--- src/rtl/v810_bus_pkg.sv ---
// Shared types and constants for the v810 single-bus arbiter.
package v810_bus_pkg;

    typedef enum logic [1:0] {
        IDLE = 2'd0,
        BUS  = 2'd1,
        DONE = 2'd2
    } bus_state_t;

    typedef enum logic [1:0] {
        NONE  = 2'd0,
        FETCH = 2'd1,
        DATA  = 2'd2
    } bus_owner_t;

    localparam logic [3:0] BEN_ALL  = 4'h0;
    localparam logic [3:0] BEN_NONE = 4'hF;

    // Bus addresses are always word aligned.
    function automatic logic [31:0] word_addr(input logic [31:0] a);
        return a & 32'hFFFF_FFFC;
    endfunction

endpackage

--- src/rtl/v810_bus_prio.sv ---
// Grant decision between fetch and data requesters, with a bounded
// starvation counter that forces a fetch grant after repeated data grants.
module v810_bus_prio
    import v810_bus_pkg::*;
#(
    parameter int unsigned FETCH_STARVE_MAX = 4
) (
    input  logic       clk,
    input  logic       rst,
    input  logic       ireq,
    input  logic       dreq,
    input  logic [1:0] inelig,
    input  logic       grant_en,
    output bus_owner_t grant_owner
);

    localparam logic [3:0] STARVE_MAX = 4'(FETCH_STARVE_MAX);

    logic [3:0] starve_cnt_q;
    logic [3:0] starve_cnt_d;
    logic       fetch_ok;
    logic       data_ok;

    // inelig[0] masks the fetch requester, inelig[1] the data requester.
    always_comb begin
        fetch_ok    = ireq & ~inelig[0];
        data_ok     = dreq & ~inelig[1];
        grant_owner = NONE;
        if (grant_en) begin
            if (fetch_ok && data_ok) begin
                grant_owner = (starve_cnt_q == STARVE_MAX) ? FETCH : DATA;
            end else if (data_ok) begin
                grant_owner = DATA;
            end else if (fetch_ok) begin
                grant_owner = FETCH;
            end
        end
    end

    always_comb begin
        starve_cnt_d = starve_cnt_q;
        if (grant_owner == FETCH) begin
            starve_cnt_d = '0;
        end else if (grant_owner == DATA && ireq && starve_cnt_q != STARVE_MAX) begin
            starve_cnt_d = starve_cnt_q + 4'd1;
        end
    end

    always_ff @(posedge clk or posedge rst) begin
        if (rst) begin
            starve_cnt_q <= '0;
        end else begin
            starve_cnt_q <= starve_cnt_d;
        end
    end

endmodule

--- src/rtl/v810_bus_arb.sv ---
// Single external-bus arbiter and cycle sequencer for the v810 fetch and
// data ports; all outputs are registered and advance only on CE.
module v810_bus_arb
    import v810_bus_pkg::*;
#(
    parameter int unsigned FETCH_STARVE_MAX = 4
) (
    input  logic        CLK,
    input  logic        RES,
    input  logic        CE,
    input  logic        IREQ,
    input  logic [31:0] IA,
    output logic [31:0] ID,
    output logic        IACK,
    input  logic        DREQ,
    input  logic        DRW,
    input  logic [31:0] DA,
    input  logic [3:0]  DBEn,
    input  logic [31:0] DWD,
    output logic [31:0] DRD,
    output logic        DACK,
    output logic [31:0] A,
    output logic [3:0]  BEn,
    output logic [31:0] D_O,
    input  logic [31:0] D_I,
    output logic        MRQn,
    output logic        RW,
    input  logic        READYn
);

    bus_state_t  state_q, state_d;
    bus_owner_t  owner_q, owner_d;
    bus_owner_t  grant_owner;
    logic [31:0] a_q, a_d;
    logic [3:0]  ben_q, ben_d;
    logic [31:0] d_o_q, d_o_d;
    logic        rw_q, rw_d;
    logic        mrqn_q, mrqn_d;
    logic        iack_q, iack_d;
    logic        dack_q, dack_d;
    logic [31:0] id_q, id_d;
    logic [31:0] drd_q, drd_d;

    logic        grant_en;
    logic [1:0]  inelig;
    logic [31:0] ld_a;
    logic [3:0]  ld_ben;
    logic [31:0] ld_do;
    logic        ld_rw;

    // In DONE the requester being acked still holds its REQ, so mask it.
    always_comb begin
        grant_en = CE && (state_q != BUS);
        inelig   = '0;
        if (state_q == DONE) begin
            inelig = {owner_q == DATA, owner_q == FETCH};
        end
    end

    v810_bus_prio #(
        .FETCH_STARVE_MAX(FETCH_STARVE_MAX)
    ) u_prio (
        .clk        (CLK),
        .rst        (RES),
        .ireq       (IREQ),
        .dreq       (DREQ),
        .inelig     (inelig),
        .grant_en   (grant_en),
        .grant_owner(grant_owner)
    );

    always_comb begin
        ld_a   = word_addr(DA);
        ld_rw  = DRW;
        ld_ben = DBEn;
        ld_do  = DRW ? '0 : DWD;
        if (grant_owner == FETCH) begin
            ld_a   = word_addr(IA);
            ld_rw  = 1'b1;
            ld_ben = BEN_ALL;
            ld_do  = '0;
        end
    end

    always_comb begin
        state_d = state_q;
        owner_d = owner_q;
        a_d     = a_q;
        ben_d   = ben_q;
        d_o_d   = d_o_q;
        rw_d    = rw_q;
        mrqn_d  = mrqn_q;
        iack_d  = 1'b0;
        dack_d  = 1'b0;
        id_d    = id_q;
        drd_d   = drd_q;
        unique case (state_q)
            IDLE, DONE: begin
                if (state_q == DONE) begin
                    state_d = IDLE;
                    owner_d = NONE;
                end
                if (grant_owner != NONE) begin
                    state_d = BUS;
                    owner_d = grant_owner;
                    a_d     = ld_a;
                    ben_d   = ld_ben;
                    d_o_d   = ld_do;
                    rw_d    = ld_rw;
                    mrqn_d  = 1'b0;
                end
            end
            BUS: begin
                if (!READYn) begin
                    state_d = DONE;
                    mrqn_d  = 1'b1;
                    if (owner_q == FETCH) begin
                        iack_d = 1'b1;
                        id_d   = D_I;
                    end else if (owner_q == DATA) begin
                        dack_d = 1'b1;
                        if (rw_q) begin
                            drd_d = D_I;
                        end
                    end
                end
            end
            default: state_d = IDLE;
        endcase
    end

    // With CE low every register holds, which also stretches an ACK in DONE.
    always_ff @(posedge CLK or posedge RES) begin
        if (RES) begin
            state_q <= IDLE;
            owner_q <= NONE;
            a_q     <= '0;
            ben_q   <= BEN_NONE;
            d_o_q   <= '0;
            rw_q    <= 1'b1;
            mrqn_q  <= 1'b1;
            iack_q  <= 1'b0;
            dack_q  <= 1'b0;
            id_q    <= '0;
            drd_q   <= '0;
        end else if (CE) begin
            state_q <= state_d;
            owner_q <= owner_d;
            a_q     <= a_d;
            ben_q   <= ben_d;
            d_o_q   <= d_o_d;
            rw_q    <= rw_d;
            mrqn_q  <= mrqn_d;
            iack_q  <= iack_d;
            dack_q  <= dack_d;
            id_q    <= id_d;
            drd_q   <= drd_d;
        end
    end

    assign A    = a_q;
    assign BEn  = ben_q;
    assign D_O  = d_o_q;
    assign RW   = rw_q;
    assign MRQn = mrqn_q;
    assign IACK = iack_q;
    assign DACK = dack_q;
    assign ID   = id_q;
    assign DRD  = drd_q;

endmodule

--- config.mk ---
export PLATFORM = sky130hd
export DESIGN_NAME = v810_bus_arb
export DESIGN_NICKNAME = d
export VERILOG_FILES = /design/src/rtl/v810_bus_pkg.sv /design/src/rtl/v810_bus_prio.sv /design/src/rtl/v810_bus_arb.sv
export SDC_FILE = /design/constraint.sdc
export NUM_CORES = 1
export LEC_CHECK = 0
export ABC_AREA = 1
export CORE_MARGIN = 4
export CORE_UTILIZATION = 42
export CTS_CLUSTER_SIZE = 40
export DETAILED_ROUTE_END_ITERATION = 10
export GPL_TIMING_DRIVEN = 0
export PLACE_DENSITY = 0.92
export SETUP_SLACK_MARGIN = 0.3
export SYNTH_ARGS = -nofsm -noshare
export SYNTH_HDL_FRONTEND = slang
export SYNTH_SLANG_ARGS = --single-unit
--- constraint.sdc ---
create_clock -name CLK -period 5.85 [get_ports CLK]
set_input_delay 0.585 -clock CLK [delete_from_list [all_inputs] [get_ports CLK]]
set_output_delay 0.585 -clock CLK [all_outputs]
set_load 0.005 [all_outputs]
==> impl_metrics.toml <==
[sta]
fin_crit_sh_pct = 36.53
hold_viol = 0
slew_viol_final = 0
finalClockSkew_ns = 0.01000
finalSetupViolations = 0
fin_crit_ns = 2.137
fin_setup_tns_ns = 0
whs_ns = 0.4660
worstMarginPinSlew_ns = 0.6669
fmax_mhz = 468.0
grt_setup_unrepaired = "false"
relSlewSlack_pct = 55.54

[floorplanning]
rows = 43
die_area_sq_mm = 0.01645
die_width_microns = 128.2
die_h_microns = 128.2
io_pins = 275
core_area_sq_mm = 0.01404
start_util_pct = 43.24

[power]
p_leak_nw = 4.624
p_int_mw = 3.117
power.switching_mw = 1.342
power_frac_clock_pct = 26.1
power_switching_share_pct = 30.10
ir_worst_vdd_v = 0.0002146
pwr-share-comb_pct = 37.2
p_seq_share_pct = 36.7
powerDensity_mw_per_mm2 = 461.3

[clock_tree]
cts_resized = 0
cts.sink_count = 142
clkTransAtPathRegs_ns = 0.06
cts.path.max_buffers = 2
cts-root-buf = "clkbuf_16"
postCtsHoldBufs = 0
post_cts_buffers = 0
clk_latency_ns = 0.42
h-tree-depth = 4
tritoncts = "built"
cts_buffers = 17

[drt]
drc = 0
met3_length_microns = 1795
dr.pass1.iters = 6
met1Wirelength_microns = 7211
routed_wirelength_microns = 18560
vias_per_cell = 4.893
wl_per_cell_microns = 15.60
vias = 5823
drt-initial-drc-count = 353
route.met2.wl_microns = 9159
top_layer = "met4"
ant_nets = 0

[final_layout]
syn_to_final_growth_pct = 59.20
antennaDiodeCount = 0
multiInputGateArea_sq_mm = 0.002058
drive_gt1_share_pct = 9.406
final_core_util_pct = 68.84
final-seq-area_sq_mm = 0.003561
final_cell_count_no_fill = 1190
final_nets = 1138
final_cell_area_sq_mm = 0.009667
nFillCells = 1076

[yosys]
synth-seq-cells = 142
ys_warn_count = 0
syn_area_per_cell_sq_um = 8.576
ys_seq_area_share_pct = 58.64
synth_cell_type_count = 27
syn_inst = 708
synth_area_sq_mm = 0.006072

[critical_path]
rr_worst_depth = 8
crit_family = "flip-flops"
path_max_fanout = 3
path_cells = "clkdlybuf4s50_1"
arrival_ns = 1.55
slowest_stage = "dfstp_2"
cp.depth = 1
slowest_delay_ns = 0.59
crit_required_ns = 5.27
crit_buf_inv = 1
cp-end-kind = "output pin"
crit_type = "register to output pin"
cp-start-kind = "register"

[status]
run_status = "completed"

[grt]
gr-total-overflow = 0
antenna_found_initial = 0
grt_max_degree = 75
grt_pass1_wl_microns = 29200
grt_pass1_vias = 5700
track_usage_pct = 22.76

[place]
port_buffers = 268
placed_cells = 1158
place_area_sq_mm = 0.009016
hpwlAfterDp_microns = 14090
gp_congestion = 0.8742

[worst_hold_path]
min_path_cells = 2
hold_class = "register to register"

[run]
drv_cap = 0
-- synth_stat cells --
library cell / number / share of area (%)
nand2_2: 2 / 0.21
buf_2: 18 / 1.5
a22o_1: 1 / 0.14
dfstp_2: 6 / 2.6
nand3_1: 43 / 3.5
xor2_1: 1 / 0.14
nand3_2: 1 / 0.16
o21ai_1: 48 / 4.0
o21ai_2: 4 / 0.58
buf_6: 9 / 1.7
nand2_4: 1 / 0.19
inv_2: 7 / 0.43
o31ai_1: 1 / 0.12
inv_1: 41 / 2.5
nor2_2: 4 / 0.41
buf_4: 7 / 0.87
clkbuf_1: 6 / 0.37
nor2_1: 6 / 0.37
a21oi_1: 1 / 0.082
dfrtp_1: 136 / 56
o21ai_0: 50 / 4.1
clkbuf_2: 2 / 0.16
conb_1: 1 / 0.062
nand4_1: 1 / 0.10
nor2_4: 1 / 0.19
nand2_1: 308 / 19
ha_1: 2 / 0.41
-- cell usage in the layout (no fill, tap or decap), drive strengths merged --
master | netlist | routed
dfrtp | 136 | 136
a21oi | 1 | 1
clkinv | 0 | 5
a22o | 1 | 1
xor2 | 1 | 1
o21ai | 102 | 102
bufinv | 0 | 4
inv | 48 | 50
nor2 | 11 | 11
nand4 | 1 | 1
dfstp | 6 | 6
buf | 34 | 35
clkbuf | 8 | 29
conb | 1 | 2
ha | 2 | 2
o31ai | 1 | 1
clkdlybuf4s50 | 0 | 268
nand3 | 44 | 44
nand2 | 311 | 311
-- layer usage --
| metal | GRT usage (%) | up-vias |
|---|---|---|
| li1 | - | 2802 |
| met1 | 26.89 | 2698 |
| met2 | 38.37 | 285 |
| met3 | 7.792 | 38 |
| met4 | 8.489 | 0 |
| met5 | 0 | - |
-- layout make-up --
cell class	count	area share, %
Sequential cell	142	36.84
Timing Repair Buffer	269	28.04
Multi-Input combinational cell	477	21.29
Clock buffer	21	4.867
Buffer	42	2.860
Tap cell	180	2.330
Inverter	48	1.916
Clock inverter	11	1.864
-- state kept, by name, summed over array words and instances, names as in the netlist, 2 cells and up --
name	flops
state_q	2
owner_q	2
BEn	4
u_prio.starve_cnt_q	4
DRD	32
ID	32
A	30
D_O	32
-- per-stage QoR --
step                      setup slack (ns)  power [mW]
after global placement             -0.4235       3.250
after CTS                            3.676       4.501
after global routing                 3.659       4.745
after detailed placement             3.422       3.311
final                                3.713       4.459
after floorplan                      1.465       2.219
-- final timing paths --
| path | startpoint | end | slack (ns) |
|---|---|---|---|
| min | MRQn$_DFFE_PP1P_ | MRQn$_DFFE_PP1P_ | 0.47 |
| min in group asynchronous | RES | DRD[7]$_DFFE_PP0P_ | 0.65 |
| min reg2reg | MRQn$_DFFE_PP1P_ | MRQn$_DFFE_PP1P_ | 0.47 |
| max | RW$_DFFE_PP1P_ | RW | 3.71 |
| max reg2reg | u_prio.starve_cnt_q[0]$_DFFE_PP0P_ | D_O[19]$_DFFE_PP0P_ | 4.09 |
| max in group asynchronous | RES | RW$_DFFE_PP1P_ | 4.42 |
-- power by group through the flow --
stage / Clock (mW) / Sequential [mW] / Combinational [mW]
floorplan: 0 / 1.65 / 0.570
global placement: 0 / 1.63 / 1.62
detailed placement: 0 / 1.64 / 1.67
CTS: 1.18 / 1.64 / 1.68
global route: 1.23 / 1.69 / 1.83
finish: 1.17 / 1.64 / 1.66
-- logic make-up after synthesis --
group,share of synthesized area (%)
flops,58.64
other cells,0.06176
fa+ha+maj,0.4121
xor+xnor,0.1443
buf+inv,7.521
compound gates,9.005
simple gates,24.21
Power figures use the tool's default switching activity.
